File: src/rtl/spi_reg_master_pkg.sv
// Shared definitions for the SPI register master: FSM states and header layout.
package spi_reg_master_pkg;

  typedef enum logic [2:0] {
    ST_IDLE  = 3'd0,
    ST_SETUP = 3'd1,
    ST_SHIFT = 3'd2,
    ST_GAP   = 3'd3,
    ST_HOLD  = 3'd4,
    ST_DESEL = 3'd5
  } state_e;

  localparam int unsigned REG_W      = 7;
  localparam int unsigned HDR_WR_BIT = 7;

endpackage

File: src/rtl/spi_reg_master_clkgen.sv
// SCK timing: half-period counter producing one-clk rise/fall strobes while enabled.
module spi_reg_master_clkgen
  import spi_reg_master_pkg::*;
#(
  parameter int unsigned CLK_DIV = 4
) (
  input  logic clk,
  input  logic rst_n,
  input  logic en,
  output logic rise,
  output logic fall
);

  localparam logic [7:0] TOP = 8'(CLK_DIV - 1);

  logic [7:0] cnt;
  logic       phase;

  always_ff @(posedge clk or negedge rst_n) begin
    if (!rst_n) begin
      cnt   <= '0;
      phase <= 1'b0;
    end else if (!en) begin
      cnt   <= '0;
      phase <= 1'b0;
    end else if (cnt == TOP) begin
      cnt   <= '0;
      phase <= ~phase;
    end else begin
      cnt <= cnt + 8'd1;
    end
  end

  assign rise = en && !phase && (cnt == TOP);
  assign fall = en &&  phase && (cnt == TOP);

endmodule

File: src/rtl/spi_reg_master.sv
// SPI mode-0 register master: header byte {write, reg} then data bytes in one ss frame.
// Optional multi-byte bursts are enabled with `define SPI_REG_MASTER_BURST_EN.
module spi_reg_master
  import spi_reg_master_pkg::*;
#(
  parameter int unsigned CLK_DIV  = 4,
  parameter int unsigned SS_SETUP = 4,
  parameter int unsigned BYTE_GAP = 4,
  parameter int unsigned SS_IDLE  = 4
) (
  input  logic             clk,
  input  logic             rst_n,
  input  logic             cmd_valid,
  output logic             cmd_ready,
  input  logic             cmd_write,
  input  logic [REG_W-1:0] cmd_reg,
  input  logic [7:0]       cmd_wdata,
  input  logic [3:0]       cmd_len,
  input  logic             wr_valid,
  output logic             wr_ready,
  input  logic [7:0]       wr_data,
  output logic             rsp_valid,
  output logic [7:0]       rsp_data,
  output logic             rsp_last,
  output logic             busy,
  output logic             ss,
  output logic             sck,
  output logic             mosi,
  input  logic             miso
);

  localparam logic [15:0] SETUP_END = 16'(SS_SETUP - 1);
  localparam logic [15:0] GAP_END   = 16'(BYTE_GAP - 1);
  // IDLE supplies the final ss-high cycle, so DESEL is one short of SS_IDLE.
  localparam logic [15:0] DESEL_END = 16'(SS_IDLE - 2);

  state_e      state, state_nx;
  logic [15:0] tmr;
  logic        rdy_en;
  logic [7:0]  sh, hdr, nxt;
  logic [2:0]  bit_cnt;
  logic [3:0]  byte_cnt, len_q;
  logic        in_data, wr_q, have_wr;
  logic [7:0]  wdata_q, wrd_q;
  logic        rx_pend, rx_last_pend;
  logic        rise, fall, need_wr, last_byte;

  spi_reg_master_clkgen #(.CLK_DIV(CLK_DIV)) u_clkgen (
    .clk  (clk),
    .rst_n(rst_n),
    .en   (state == ST_SHIFT),
    .rise (rise),
    .fall (fall)
  );

  assign cmd_ready = (state == ST_IDLE) && rdy_en;
  assign busy      = (state != ST_IDLE);
  assign last_byte = in_data && (byte_cnt == len_q);

`ifdef SPI_REG_MASTER_BURST_EN
  assign need_wr  = wr_q && in_data && (byte_cnt != 4'd0);
  assign wr_ready = (state == ST_GAP) && need_wr && !have_wr;
`else
  logic unused_burst;
  assign unused_burst = ^{cmd_len, wr_valid, wr_data};
  assign need_wr      = 1'b0;
  assign wr_ready     = 1'b0;
`endif

  always_comb begin
    hdr                = '0;
    hdr[HDR_WR_BIT]    = cmd_write;
    hdr[REG_W-1:0]     = cmd_reg;
    nxt                = '0;
    if (wr_q) nxt = (byte_cnt == 4'd0) ? wdata_q : wrd_q;
  end

  always_comb begin
    state_nx = state;
    case (state)
      ST_IDLE:  if (cmd_valid && cmd_ready) state_nx = ST_SETUP;
      ST_SETUP: if (tmr == SETUP_END) state_nx = ST_SHIFT;
      ST_SHIFT: if (fall && bit_cnt == 3'd0) state_nx = last_byte ? ST_HOLD : ST_GAP;
      ST_GAP:   if (tmr >= GAP_END && !(need_wr && !have_wr)) state_nx = ST_SHIFT;
      ST_HOLD:  if (tmr == SETUP_END) state_nx = ST_DESEL;
      ST_DESEL: if (tmr >= DESEL_END) state_nx = ST_IDLE;
      default:  state_nx = ST_IDLE;
    endcase
  end

  always_ff @(posedge clk or negedge rst_n) begin
    if (!rst_n) begin
      state <= ST_IDLE;
      tmr   <= '0;
    end else begin
      state <= state_nx;
      if (state_nx != state) tmr <= '0;
      else if (tmr != '1)    tmr <= tmr + 16'd1;
    end
  end

  always_ff @(posedge clk or negedge rst_n) begin
    if (!rst_n) begin
      rdy_en       <= 1'b0;
      ss           <= 1'b1;
      sck          <= 1'b0;
      mosi         <= 1'b0;
      rsp_valid    <= 1'b0;
      rsp_data     <= '0;
      rsp_last     <= 1'b0;
      sh           <= '0;
      bit_cnt      <= '0;
      byte_cnt     <= '0;
      len_q        <= '0;
      in_data      <= 1'b0;
      wr_q         <= 1'b0;
      have_wr      <= 1'b0;
      wdata_q      <= '0;
      wrd_q        <= '0;
      rx_pend      <= 1'b0;
      rx_last_pend <= 1'b0;
    end else begin
      rdy_en    <= 1'b1;
      rsp_valid <= rx_pend;
      rsp_last  <= rx_pend && rx_last_pend;
      rx_pend   <= 1'b0;
      if (rx_pend) rsp_data <= sh;
      case (state)
        ST_IDLE: if (cmd_valid && cmd_ready) begin
          ss       <= 1'b0;
          wr_q     <= cmd_write;
          sh       <= hdr;
          mosi     <= hdr[7];
          wdata_q  <= cmd_wdata;
`ifdef SPI_REG_MASTER_BURST_EN
          len_q    <= cmd_len;
`else
          len_q    <= '0;
`endif
          in_data  <= 1'b0;
          byte_cnt <= '0;
          bit_cnt  <= '0;
          have_wr  <= 1'b0;
        end
        ST_SHIFT: begin
          if (rise) begin
            sck     <= 1'b1;
            sh      <= {sh[6:0], miso};
            bit_cnt <= bit_cnt + 3'd1;
            if (bit_cnt == 3'd7 && in_data && !wr_q) begin
              rx_pend      <= 1'b1;
              rx_last_pend <= last_byte;
            end
          end else if (fall) begin
            sck <= 1'b0;
            if (bit_cnt != 3'd0) begin
              mosi <= sh[7];
            end else begin
              mosi    <= 1'b0;
              in_data <= 1'b1;
              if (in_data && !last_byte) byte_cnt <= byte_cnt + 4'd1;
            end
          end
        end
        ST_GAP: begin
`ifdef SPI_REG_MASTER_BURST_EN
          if (wr_ready && wr_valid) begin
            wrd_q   <= wr_data;
            have_wr <= 1'b1;
          end
`endif
          // Next byte is loaded on leaving GAP so a late burst write byte is picked up.
          if (state_nx == ST_SHIFT) begin
            sh      <= nxt;
            mosi    <= nxt[7];
            bit_cnt <= '0;
            have_wr <= 1'b0;
          end
        end
        ST_HOLD: if (state_nx == ST_DESEL) ss <= 1'b1;
        default: ;
      endcase
    end
  end

endmodule

File: config.mk
export PLATFORM = sky130hd
export DESIGN_NAME = spi_reg_master
export DESIGN_NICKNAME = d
export VERILOG_FILES = /design/src/rtl/spi_reg_master_pkg.sv /design/src/rtl/spi_reg_master_clkgen.sv /design/src/rtl/spi_reg_master.sv
export SDC_FILE = /design/constraint.sdc
export NUM_CORES = 1
export LEC_CHECK = 0
export CAP_MARGIN = 40
export CORE_AREA = 2 2 87 89
export CTS_CLUSTER_SIZE = 20
export DETAILED_ROUTE_END_ITERATION = 7
export DIE_AREA = 0 0 89 91
export PLACE_DENSITY = 0.78
export SLEW_MARGIN = 25
export SYNTH_ARGS = -nofsm -noshare
export SYNTH_HDL_FRONTEND = slang
export SYNTH_SLANG_ARGS = --single-unit
File: constraint.sdc
create_clock -name clk -period 1.91 [get_ports clk]
set_input_delay 0.382 -clock clk [delete_from_list [all_inputs] [get_ports clk]]
set_output_delay 0.382 -clock clk [all_outputs]
set_load 0.005 [all_outputs]
==> flow_summary.toml <==
[routing]
via_count = 2959
antenna_left = 0
drt-initial-drc-count = 120
viasPerCell = 5.42
wl_per_cell_um = 16.0
drt-total-wl_um = 8750
drc = 0
firstDrtPassIters = 4

[logic_synthesis]
synth_nets = 370
async_flop_share = 1.00
yosys_warnings = 8
syn_inst = 329
synthDistinctLibCells = 49
ys_ff_latch = 69
synthTopCellsByArea = "dfrtp_1 (50%), mux2_2 (6.0%), xor2_1 (4.6%)"
yosysSeqAreaShare = 0.508
avgSynthCellArea_um2 = 10.3
synth_edf_count = 0
synth_top_area_cell = "dfrtp_1"
synth.top_cell.area_share = 0.500
synth_area_um2 = 3400
synth_flop_cell = "dfrtp_1"

[pwr]
p_total_mw = 5.93
cellLeakagePower_nw = 2.26
pwr_density_cell_nw_per_um2 = 1210
ir_drop_uv = 1060

[timing]
rsz0062_at_grt = "yes"
drv_slew = 0
finalWorstSetupSlack_ns = -0.232
max_freq_mhz = 467
min_period_ns = 2.14
setup_viol = 20
finalCritPeriodShare = 1.12
finClkSkew_ns = 0.0130
hold_violations = 0

[cts]
insertion_delay_ns = 0.35
clock_sinks = 69
cts.htree.levels = 3
holdBufCountCts = 0
cts_tree = "done"
cts_buffers = 9
cts.path.max_buffers = 2
clk_pin_slew_ns = 0.09
root_buffer = "clkbuf_8"

[global_route]
overflow = 0
grt_first_pass_wirelength_um = 14300
grt_pass1_vias = 3072
grt_usage = 0.228
antenna_found_initial = 0
grt_max_degree = 70

[cells_and_area]
syn2layout_area_growth_pct = 43.6
fin_area_um2 = 4880
drive_gt1_frac = 0.347
nNetsFinal = 483
fillers = 537
n_antenna_cell = 0

[worst_setup_path]
crit_top_cell = "buf_4"
path_class = "register to register"
path_delay_family = "compound AO/OA/AOI/OAI gates"
timing.critical_path.slowest_stage_cell = "dfrtp_1"
crit_path_max_fanout = 3
worst-path-buf-inv = 2
endpoint_kind = "register"
slowest_delay_ns = 0.42
required_ns = 2.15
crit_path_cell_trace = "nor4_4, and4_4, buf_4, a21boi_0, a2111o_2, buf_4, a211oi_1, o32a_1"
cp.arrival_ns = 2.38
cp-start-kind = "register"

[placement]
place_area_um2 = 4340
place_hpwl_um = 5710
portBuffers = 34
gp_congestion = 0.795

[die]
start_util = 0.477
die_x_um = 89
fp-row-count = 31
io_pins = 49
die-area_um2 = 8100
die_h_um = 91
core-area_um2 = 7140

[min_path]
hp-class = "primary input to asynchronous set/reset pin"

[status]
status = "finished, violations left"
violations = "negative setup slack"

[job]
max-cap-violations = 0
layout by cell type, fill, tap and decap left out, types with 3 or more instances in the layout:
cell type and count:
a21oi_1 6, a22o_1 3, a22oi_1 6, and2_1 4
and3_1 10, buf_2 3, buf_4 70, buf_6 7
clkbuf_8 9, clkdlybuf4s50_1 31, dfrtp_1 68, ha_1 6
inv_1 11, inv_6 4, mux2_2 17, nand2_1 29
nand3_1 15, nand4_1 9, nor2_1 20, nor3_1 7
nor3_2 8, nor3_4 4, o21ai_0 21, xor2_1 18
cell families (layout without fill, tap and decap cells):
| family | after synthesis | in the layout | share of synthesized area |
|---|---|---|---|
| buffers and inverters | 25 | 142 | 0.0338 |
| muxes | 20 | 20 | 0.0655 |
| DFF | 69 | 69 | 0.508 |
| AOI/OAI and AO/OA | 55 | 56 | 0.109 |
| and+or+nand+nor | 129 | 129 | 0.193 |
| other | 2 | 2 | 0.00221 |
| xor gates and xnor gates | 21 | 21 | 0.0596 |
| adders and majority gates | 8 | 8 | 0.0294 |
cell usage after synthesis, types with 3 or more instances:
| master | instances |
|---|---|
| ha_1 | 8 |
| a211oi_1 | 3 |
| nor2_1 | 22 |
| nand4_1 | 9 |
| a22o_1 | 3 |
| and2_1 | 5 |
| o21ai_0 | 22 |
| nor4_1 | 4 |
| mux2_2 | 18 |
| and3_1 | 10 |
| xor2_1 | 18 |
| a21oi_1 | 6 |
| nor3_1 | 19 |
| nand2_1 | 32 |
| dfrtp_1 | 68 |
| nand3_1 | 16 |
| inv_1 | 11 |
| buf_2 | 4 |
| clkbuf_1 | 5 |
| or3_1 | 3 |
| a22oi_1 | 6 |
metrics by stage:
step | worst slack [ns] | util | cells | TNS (ns) | hold slack [ns]
after CTS | -0.201 | 0.654 | 539 | -2.61 | 0.0485
after detailed placement | -0.384 | 0.608 | 517 | -7.35 | 0.434
after floorplan | -0.141 | - | 329 | -1.56 | 0.0864
after global routing | -0.361 | 0.684 | 546 | -5.97 | 0.0738
after global placement | -0.291 | 0.608 | 517 | -5.65 | 0.430
final | -0.232 | 0.684 | 546 | -3.60 | 0.0465
power by group:
| group | total, mW | switching [mW] | internal, mW |
|---|---|---|---|
| Combinational | 2.63 | 1.37 | 1.26 |
| Sequential | 1.93 | 0.204 | 1.73 |
| Clock | 1.37 | 0.609 | 0.756 |
| Total | 5.93 | 2.18 | 3.75 |
worst register-to-register path: cells and delay by family (launching register included):
kind	cells	cell delay [ns]
and+or+nand+nor	2	0.62
DFF	1	0.42
buffers and inverters	2	0.27
AOI/OAI and AO/OA	4	0.73
timing repair:
action / 4_1_cts / 5_1_grt
buffers inserted: 6 / 6
gates cloned: 0 / 2
endpoints found under the setup margin: 35 / 35
gates resized for setup: 16 / 37
pin swaps: 11 / 10
path summary, 6_finish.rpt:
path,start,endpoint,slack (ns),cells after the start
setup / recovery,tmr[12]$_DFFE_PN0P_,mosi$_DFFE_PN0P_,-0.23,8
hold / removal,rst_n,wdata_q[4]$_DFFE_PN0P_,0.05,2
max in group asynchronous,rst_n,ss$_DFFE_PN1P_,1.55,2
min in group clk,rx_last_pend$_DFFE_PN0P_,rsp_last$_DFF_PN0_,0.49,1
setup reg to reg,tmr[12]$_DFFE_PN0P_,mosi$_DFFE_PN0P_,-0.23,8
hold reg to reg,rx_last_pend$_DFFE_PN0P_,rsp_last$_DFF_PN0_,0.49,1
cell type report:
class / count / area [um^2] / share of cell area
Timing Repair Buffer: 114 / 978 / 0.200
Inverter: 12 / 45.0 / 0.00923
Tap cell: 99 / 124 / 0.0254
Clock inverter: 7 / 104 / 0.0213
Sequential cell: 69 / 1730 / 0.354
Multi-Input combinational cell: 236 / 1780 / 0.364
Clock buffer: 9 / 124 / 0.0254
layer usage:
metal / GRT usage / vias up / share of wire / routed length [um]
met4: 0.0920 / 0 / 0.026 / 229
met3: 0.0464 / 19 / 0.025 / 218
met1: 0.271 / 1482 / 0.41 / 3620
li1: - / 1408 / - / -
met2: 0.396 / 50 / 0.53 / 4680
met5: 0 / - / 0 / 0
flip-flops by register name (all words and copies together), names as in the netlist, 3 cells and up:
register      count
bit_cnt           3
byte_cnt          4
rsp_data          8
sh                8
state             3
tmr              16
u_clkgen.cnt      8
wdata_q           8
Power figures use the tool's default switching activity.
